===== config.mk =====
export PLATFORM = sky130hd
export DESIGN_NAME = key_debounce_multi
export DESIGN_NICKNAME = d
export VERILOG_FILES = /design/src/rtl/key_debounce_multi.sv
export SDC_FILE = /design/constraint.sdc
export NUM_CORES = 1
export LEC_CHECK = 0
export ABC_CLOCK_PERIOD_IN_PS = 2600
export CAP_MARGIN = 10
export CORE_ASPECT_RATIO = 1.2
export CORE_MARGIN = 10
export CORE_UTILIZATION = 63
export CTS_CLUSTER_SIZE = 14
export DETAILED_ROUTE_END_ITERATION = 16
export MAX_ROUTING_LAYER = met4
export PLACE_DENSITY = 0.8
export SYNTH_ARGS = -nofsm -noshare
export SYNTH_HDL_FRONTEND = slang
export SYNTH_SLANG_ARGS = --single-unit

===== constraint.sdc =====
create_clock -name clk -period 2.6 [get_ports clk]
set_input_delay 0.52 -clock clk [delete_from_list [all_inputs] [get_ports clk]]
set_output_delay 0.52 -clock clk [all_outputs]
set_load 0.02 [all_outputs]

===== src/rtl/key_debounce_multi.sv =====
// key_debounce_multi: per-channel synchroniser, debouncer and hold/auto-repeat
// pulse generator. All channels are identical and independent.
module key_debounce_multi #(
    parameter int unsigned NUM_KEYS      = 4,
    parameter int unsigned DEB_CYCLES    = 500000,
    parameter int unsigned HOLD_CYCLES   = 50000000,
    parameter int unsigned REPEAT_CYCLES = 10000000,
    parameter bit          ACTIVE_LOW    = 1'b0
) (
    input  logic                clk,
    input  logic                rst,
    input  logic [NUM_KEYS-1:0] keys_in,
    output logic [NUM_KEYS-1:0] keys_level,
    output logic [NUM_KEYS-1:0] press_pulse,
    output logic [NUM_KEYS-1:0] release_pulse,
    output logic [NUM_KEYS-1:0] long_press,
    output logic [NUM_KEYS-1:0] repeat_pulse
);

    localparam int unsigned DW = $clog2(DEB_CYCLES + 1);
    localparam int unsigned HW = (HOLD_CYCLES > 1) ? $clog2(HOLD_CYCLES) : 1;
    localparam int unsigned RW = (REPEAT_CYCLES > 1) ? $clog2(REPEAT_CYCLES) : 1;

    localparam logic [DW-1:0] DEB_LAST  = DW'(DEB_CYCLES - 1);
    localparam logic [HW-1:0] HOLD_LAST = HW'(HOLD_CYCLES - 1);
    localparam logic [RW-1:0] REP_LAST  = RW'((REPEAT_CYCLES > 0) ? REPEAT_CYCLES - 1 : 0);

    localparam logic [1:0] ST_IDLE      = 2'd0;
    localparam logic [1:0] ST_HOLDING   = 2'd1;
    localparam logic [1:0] ST_REPEATING = 2'd2;

    logic [NUM_KEYS-1:0] raw;
    logic [NUM_KEYS-1:0] sync1_q;
    logic [NUM_KEYS-1:0] sync2_q;

    assign raw = ACTIVE_LOW ? ~keys_in : keys_in;

    // Two-flop synchroniser for the asynchronous key pins
    always_ff @(posedge clk) begin
        if (rst) begin
            sync1_q <= '0;
            sync2_q <= '0;
        end else begin
            sync1_q <= raw;
            sync2_q <= sync1_q;
        end
    end

    for (genvar i = 0; i < NUM_KEYS; i++) begin : g_ch
        logic [DW-1:0] deb_cnt_q, deb_cnt_d;
        logic [HW-1:0] hold_cnt_q, hold_cnt_d;
        logic [RW-1:0] rep_cnt_q, rep_cnt_d;
        logic [1:0]    st_q, st_d;
        logic          level_q, level_d;
        logic          press_q, press_d;
        logic          release_q, release_d;
        logic          long_q, long_d;
        logic          rep_q, rep_d;

        // Debounce and hold/repeat next-state; a release always beats long/repeat
        always_comb begin
            deb_cnt_d  = deb_cnt_q;
            hold_cnt_d = hold_cnt_q;
            rep_cnt_d  = rep_cnt_q;
            st_d       = st_q;
            level_d    = level_q;
            press_d    = 1'b0;
            release_d  = 1'b0;
            long_d     = 1'b0;
            rep_d      = 1'b0;

            if (sync2_q[i] == level_q) begin
                deb_cnt_d = '0;
            end else if (deb_cnt_q == DEB_LAST) begin
                level_d   = sync2_q[i];
                deb_cnt_d = '0;
                press_d   = sync2_q[i];
                release_d = ~sync2_q[i];
            end else begin
                deb_cnt_d = deb_cnt_q + DW'(1);
            end

            if (release_d) begin
                st_d       = ST_IDLE;
                hold_cnt_d = '0;
                rep_cnt_d  = '0;
            end else begin
                case (st_q)
                    ST_IDLE: begin
                        if (press_d) begin
                            st_d       = ST_HOLDING;
                            hold_cnt_d = '0;
                        end
                    end
                    ST_HOLDING: begin
                        if (hold_cnt_q == HOLD_LAST) begin
                            long_d    = 1'b1;
                            st_d      = ST_REPEATING;
                            rep_cnt_d = '0;
                        end else begin
                            hold_cnt_d = hold_cnt_q + HW'(1);
                        end
                    end
                    ST_REPEATING: begin
                        // With repeat disabled this state just parks until release
                        if (REPEAT_CYCLES != 0) begin
                            if (rep_cnt_q == REP_LAST) begin
                                rep_d     = 1'b1;
                                rep_cnt_d = '0;
                            end else begin
                                rep_cnt_d = rep_cnt_q + RW'(1);
                            end
                        end
                    end
                    default: st_d = ST_IDLE;
                endcase
            end
        end

        // Channel state registers
        always_ff @(posedge clk) begin
            if (rst) begin
                deb_cnt_q  <= '0;
                hold_cnt_q <= '0;
                rep_cnt_q  <= '0;
                st_q       <= ST_IDLE;
                level_q    <= 1'b0;
                press_q    <= 1'b0;
                release_q  <= 1'b0;
                long_q     <= 1'b0;
                rep_q      <= 1'b0;
            end else begin
                deb_cnt_q  <= deb_cnt_d;
                hold_cnt_q <= hold_cnt_d;
                rep_cnt_q  <= rep_cnt_d;
                st_q       <= st_d;
                level_q    <= level_d;
                press_q    <= press_d;
                release_q  <= release_d;
                long_q     <= long_d;
                rep_q      <= rep_d;
            end
        end

        assign keys_level[i]    = level_q;
        assign press_pulse[i]   = press_q;
        assign release_pulse[i] = release_q;
        assign long_press[i]    = long_q;
        assign repeat_pulse[i]  = rep_q;
    end

endmodule


Yosys cells after proc, flatten, opt, wreduce, memory -nomap -nowiden
Cells that the tools add are included.
Storage, ports and cells
  register bits: 312
  input bits: 6
  output and inout bits: 20
  word-level logic and storage cells: 206
Operators by class
  $add $sub $neg: 12
  equality and inequality tests: 36
  mux-type cells: 60
  bitwise operators: 16
  reductions and logical operators: 44
Operators with widths (number)
  $mux W26: 8
  $pmux W26 S2: 4
  $mux W24: 8
  $pmux W24 S2: 4
  $add A26 B1 Y26 const B: 4
  $eq A26 B26 Y1 const B: 4
  $add A24 B1 Y24 const B: 4
  $eq A24 B24 Y1 const B: 4
  $add A19 B1 Y19 const B: 4
  $eq A19 B19 Y1 const B: 4
  $reduce_or A3 Y1: 12
  $mux W1: 24
  $ne A2 B2 Y1 const B: 12
  $pmux W2 S3: 4
  $reduce_and A3 Y1: 8
  $mux W2: 8
  $not A1 Y1: 16
  $reduce_and A2 Y1: 8
  $reduce_bool A2 Y1: 8
  $eq A2 B1 Y1 const B: 4
  $eq A2 B2 Y1 const B: 4
  $logic_not A2 Y1: 4
  $reduce_or A2 Y1: 4
  $eq A1 B1 Y1: 4

Logic depth before layout (Yosys ltp)
  depth after elaboration: 5
  gate-level depth with buffers: 8

Worst setup path before layout
Ideal clock, no wire load.
  kind: register to register
  from: register g_ch[2].hold_cnt_q[0]
  to: register g_ch[2].hold_cnt_q[24]
  setup time: 0.086 ns
  arrival time: 1.944 ns
  required time: 2.514 ns
  path slack: 0.570 ns
  stages on the path, launching flop included: 8
  path buffers: 1
  period minus slack after synthesis: 2.030 ns
  cell sequence: dfxtp_1 > ha_1 > nand3_1 > nor4_1 > a21oi_1 > clkbuf_1 > mux2i_1 > a211oi_1
Between the ends
  word-level cells in the longest chain between the ends: 3
  elaborated cells on any way between the ends: 6
  classes of those cells: add/sub (1); eq/ne (2); mux (2); reduce/logical (1)
Ends and longest elaborated chain
  start, declared: RTL line 51  | logic [HW-1:0] hold_cnt_q, hold_cnt_d;
  start signal, assigned: RTL line 134  | hold_cnt_q <= hold_cnt_d;
  $add A26 B1 Y26 or $eq A26 B26 Y1 (tied branches): RTL line 101, 96
  $mux W26 or $ne A2 B2 Y1 (tied branches)
  $pmux W26 S2 or $reduce_and A3 Y1 (tied branches)
Parallel ways exist; a longest one is shown, timed or not. The select of a mux whose other input is x is not followed.
A chain may end at the register's enable or synchronous reset.

Worst setup path after layout
  from: register g_ch[1].deb_cnt_q[9]
  to: register g_ch[1].hold_cnt_q[5]
Between the ends
  word-level cells in the longest chain between the ends: 5
  elaborated cells on any way between the ends: 8
  classes of those cells: eq/ne (2); mux (4); reduce/logical (2)
Ends and longest elaborated chain
  start, declared: RTL line 50  | logic [DW-1:0] deb_cnt_q, deb_cnt_d;
  start signal, assigned: RTL line 133  | deb_cnt_q <= deb_cnt_d;
  $eq A19 B19 Y1 *: RTL line 74  | end else if (deb_cnt_q == DEB_LAST) begin
  $mux W1: RTL line 74
  $mux W1: RTL line 72  | if (sync2_q[i] == level_q) begin
  $ne A2 B2 Y1 (no line)
  $reduce_and A3 Y1 (no line)
  end signal, assigned: RTL line 134
  end, declared: RTL line 51
Mark *: on every way between the ends. The rest lies on a longest branch, timed or not.

==> run summary <==
Run status: finished, final reports clean
Peak supply drop: 0.544 mV
H-tree depth: 2
CTS Buffer Depth: 3
Die height: 195 um
Rel. slew slack: 0.230
Hold Path Class: reg -> reg
Most common cell in the netlist: dfxtp_1
Avg Cell Area, Syn: 8.08 um2
Synth cell count leaders: dfxtp_1, nand2_1, nor2_1, nand3_1, a21oi_1
Core area: 25,400 um2
Synth unique cells: 78
Row count: 64
Yosys reg bits: 312
Clk sinks: 312
Total GRT Usage: 0.227
Final cell count without fillers: 2,347
Layout cell share with drive strength beyond 1: 0.0863
CP Launch Type: flip-flop
Area contributors post-synth: dfxtp_1, nand2_1, nand3_1
Vias in the first global route: 14,112
Die Area: 32,400 um2
Final Hold Viols: 0
First-pass GRT wire length: 64.8 mm
DRT iter0 DRCs: 1,324
Sequential area share after synthesis: 0.388
CTS tree: built
Leading area contributor after synthesis: dfxtp_1
Syn Inst Count: 1,995
Post-synth top area share: 0.388
Minimum clock period: 2370 ps
# nets final: 2,009
TritonRoute pass-1 iters: 5
# setup viols final: 0
Leakage power: 5.45 nW
Maximum fanout along the worst path: 21
Largest net degree at the start of global routing: 51
Synth Area in Simple Gates: 0.331
Global route overflow: 0
Crit path DAT: 2840 ps
Yosys Warn Count: 0
Power density over the cells: 575 nW/um2
Adder-cell share of the synthesized area: 0.00932
Complex-gate fraction of the synthesized area: 0.182
Final Skew: 14.7 ps
Setup repair after global routing missed its margin: no
Main synth FF type: dfxtp_1
Clock buffer count from CTS: 34
Synth Area in XOR/XNOR: 0.0391
Setup Buffers After CTS: 0
Number of synthesized flops with an enable pin: 0
Hold slack: 435 ps
Initial Util: 0.635
Layout Utilization: 0.706
Mapped Nets: 2,013
Setup TNS: 0 ps
Dpl cells: 2,285
Post-DP HPWL: 25.3 mm
Mux cell area share after synthesis: 0.00621
Die X: 166 um
Inserted Diodes: 0
Final worst path period share: 0.910
Drt via density: 6.43
Layout area overhead: 11.2%
DRC: 0
Slew Limit Fails: 0
Final ANT Viol Nets: 0
Hold_buf cts: 0
Antenna violations before repair: 0
Synth async-reset ratio: 0
IO Count: 26
Max Cap Violations: 0
CP Capture Type: flip-flop
Clk pin slew, worst setup/hold paths: 60 ps
Root Buffer: clkbuf_16
Worst slew pin tran: 1150 ps
Main combinational cell family by area after synthesis: simple AND/OR/NAND/NOR gates
Kind of critical path: reg -> reg
Drt wl/cell: 16.3 um
Later-pin clock latency in the skew report: 520 ps
Total vias in the final route: 15,085
Synthesized area: 16,100 um2
Port bufs: 25
Routability cong.: 0.916
Peak Freq: 423 MHz
Routed WL: 38.2 mm
Crit path required time: 3070 ps
-- report_power, final --
group          internal, mW  switching [mW]  total, mW
clock                  3.37            2.01       5.38
sequential             4.79         0.00487       4.79
combinational        0.0406          0.0904      0.131
total                  8.20            2.10       10.3
-- kinds of logic after synthesis --
| family | Yosys count |
|---|---|
| adder cells (fa/ha/maj) | 12 |
| flip-flops | 312 |
| buffers and inverters | 151 |
| XOR/XNOR | 72 |
| AO/OA/AOI/OAI | 443 |
| AND/OR/NAND/NOR | 995 |
| multiplexers | 10 |
-- sequential cells by signal (all words and copies together), names as in the netlist --
| register | flops |
|---|---|
| g_ch.press_q | 4 |
| g_ch.deb_cnt_q | 76 |
| g_ch.long_q | 4 |
| g_ch.hold_cnt_q | 104 |
| sync2_q | 4 |
| g_ch.st_q | 8 |
| g_ch.rep_q | 4 |
| sync1_q | 4 |
| g_ch.rep_cnt_q | 96 |
| g_ch.release_q | 4 |
| g_ch.level_q | 4 |
-- per-stage QoR --
step                total power, mW  area, um2  worst slack, ps
floorplan                      4.98      16100              570
global placement               5.03      16600              232
detailed placement             5.03      16600              134
CTS                            10.4      17900              151
global route                   10.6      17900             33.6
finish                         10.3      17900              234
-- repair_timing --
item / CTS / global route
endpoints found under the hold margin: 0 / 0
setup endpoints to repair: 0 / 7
gates resized for setup: 0 / 2
-- worst max-delay path, stage by stage (launching register included) --
cell	delay, ps
dfxtp_1	370
or4b_2	730
nor4_4	310
nand3_1	120
buf_4	240
a211oi_1	310
o221a_2	230
-- layout by cell type (no fill, tap or decap), drive strengths merged, types with 20 or more instances in the layout --
cell type / synthesis / final
nand4: 76 / 76
nand3: 165 / 165
and4: 31 / 31
xor2: 26 / 26
nand2b: 26 / 26
dfxtp: 312 / 312
nor2b: 20 / 20
nor4: 32 / 32
clkdlybuf4s50: 0 / 25
and3: 37 / 37
nand2: 222 / 222
a311oi: 39 / 39
clkbuf: 54 / 44
a31oi: 92 / 92
buf: 67 / 56
o21ai: 53 / 53
or4: 25 / 25
a211oi: 30 / 30
xnor2: 46 / 46
or3: 44 / 44
nor2: 172 / 172
inv: 30 / 33
nor3: 61 / 61
a21oi: 123 / 123
and2: 23 / 23
-- cell type report --
class	count	area, um2
inverter	30	113
sequential	312	6250
clock buffer	44	938
clock inverter	18	315
tap	330	413
timing repair buffer	81	708
multi-input combinational	1532	9180
fill	2001	7470
-- final timing paths --
path,slack [ps],endpoint,start,depth (start not counted)
max,230,g_ch[1].hold_cnt_q[5],g_ch[1].deb_cnt_q[9],6
min,430,sync2_q[1],sync1_q[1],1
max reg2reg,230,g_ch[1].hold_cnt_q[5],g_ch[1].deb_cnt_q[9],6
min reg2reg,430,sync2_q[1],sync1_q[1],1
-- layer usage --
layer / vias to the layer above / wire length (um) / GRT usage / share of wire
li1: 7454 / - / - / -
met1: 7176 / 16900 / 0.275 / 0.44
met2: 379 / 18800 / 0.386 / 0.49
met5: - / 0 / - / 0
met4: 0 / 877 / 0.0739 / 0.023
met3: 76 / 1650 / 0.0287 / 0.043
Power figures use the tool's default switching activity.
==> RTL edit, RTL diff (same flow settings) <==
Register the input `keys_in` before use, cleared by the reset. The logic sees it one clock later.
--- a/src/rtl/key_debounce_multi.sv
+++ b/src/rtl/key_debounce_multi.sv
@@ -30,9 +30,19 @@
     localparam logic [1:0] ST_REPEATING = 2'd2;
 
+    logic [NUM_KEYS-1:0] keys_q;
+
+    always_ff @(posedge clk) begin
+        if (rst) begin
+            keys_q <= '0;
+        end else begin
+            keys_q <= keys_in;
+        end
+    end
+
     logic [NUM_KEYS-1:0] raw;
     logic [NUM_KEYS-1:0] sync1_q;
     logic [NUM_KEYS-1:0] sync2_q;
 
-    assign raw = ACTIVE_LOW ? ~keys_in : keys_in;
+    assign raw = ACTIVE_LOW ? ~keys_q : keys_q;
 
     // Two-flop synchroniser for the asynchronous key pins
Behaviour: same outputs for any inputs over 10 cycles, from zero or initial values and one cycle with rst high; that may be too few to reach the edited logic, so the function may still have changed.
==> RTL edit against the original RTL <==
Power decreased by 1.8%. Sequential power rose by 1%. Routed wire length fell by 4.1%. Worst setup slack worse by 0.078 ns. Clock power fell by 4.3%. Synthesized area fell by 3.2%. Sequential cell count increased by 4. Fmax fell by 3.2%. First-iteration DRC count is 22% lower. Core utilization grew 1.0 points. Cell area fell by 2.0%. Critical path type unchanged. Critical endpoint is now g_ch[3].hold_cnt_q[14]. Largest power group unchanged.
==> RTL edit: results (changes against the original RTL) <==
All-Layer GR Usage: 0.233 (was 0.227)
First-pass GRT wire length: 62.5 mm (was 64.8 mm)
Met1 Routed Length: 16.0 mm (was 16.9 mm)
Layout cells sized above 1: 0.0801 (was 0.0863)
Critical-path top delay cell: or4_1 (was or4b_2)
Clk tree area frac: 0.0684 (was 0.0700)
Status: finished clean (unchanged)
Switch Pwr: 2.04 mW (was 2.10 mW)
Most frequent cells after synthesis: dfxtp_1, nor2_1, nand2_1, a21oi_1, nand3_1 (was dfxtp_1, nand2_1, nor2_1, nand3_1, a21oi_1)
Detailed Route Iter0 Violations: 1,035 (was 1,324)
CTS sink cnt: 316 (was 312)
Internal power: 8.08 mW (was 8.20 mW)
Layout clock buffer count: 51 (was 44)
Non-clock buffers, area share: 0.0487 (was 0.0395)
Multi-input gates: 1,519 (was 1,532)
LEAKAGE: 5.52 nW (was 5.45 nW)
Buffers excl. clock: 99 (was 81)
Post-route insts no fill: 2,334 (was 2,347)
Wire per inst: 15.7 microns (was 16.3 microns)
Mapped Nets: 1,980 (was 2,013)
DP Area: 0.0163 sq mm (was 0.0166 sq mm)
Number of global-route vias before repair: 13,800 (was 14,100)
Hpwl dp: 24.2 mm (was 25.3 mm)
Sequential Power Share: 0.480 (was 0.465)
DP Worst Slack: 0.172 ns (was 0.134 ns)
Sequential cell area share: 0.360 (was 0.349)
Share of the yosys chip area belonging to registers: 0.406 (was 0.388)
Worst path max stage delay: 0.49 ns (was 0.73 ns)
WP data arrival: 2.90 ns (was 2.84 ns)
Met2 routed wirelength: 18.3 mm (was 18.8 mm)
Slew HR: 0.349 (was 0.230)
Multi-input combinational area share: 0.496 (was 0.513)
Final Wtd Congestion: 0.946 (was 0.916)
Cells after Synth: 1,962 (was 1,995)
RTL edit: final timing paths:
path / end / depth (start not counted) / slack (ns) / startpoint
hold reg to reg: sync1_q[0] / 1 / 0.44 / keys_q[0]
setup / recovery: g_ch[3].hold_cnt_q[14] / 8 / 0.16 / g_ch[3].deb_cnt_q[8]
hold / removal: sync1_q[0] / 1 / 0.44 / keys_q[0]
setup reg to reg: g_ch[3].hold_cnt_q[14] / 8 / 0.16 / g_ch[3].deb_cnt_q[8]
RTL edit: cells by family after synthesis:
group / synth area share
AND/OR/NAND/NOR: 0.319
AO/OA/AOI/OAI: 0.186
flip-flops: 0.406
buffers and inverters: 0.0382
XOR/XNOR: 0.0388
adder cells (fa/ha/maj): 0.00963
multiplexers: 0.00321
RTL edit: metrics by stage:
step,util,hold WS (ns)
final,0.716,0.435
after global routing,0.716,0.461
after CTS,0.715,0.439
after detailed placement,0.666,0.425
after global placement,0.666,0.418
after floorplan,-,0.414
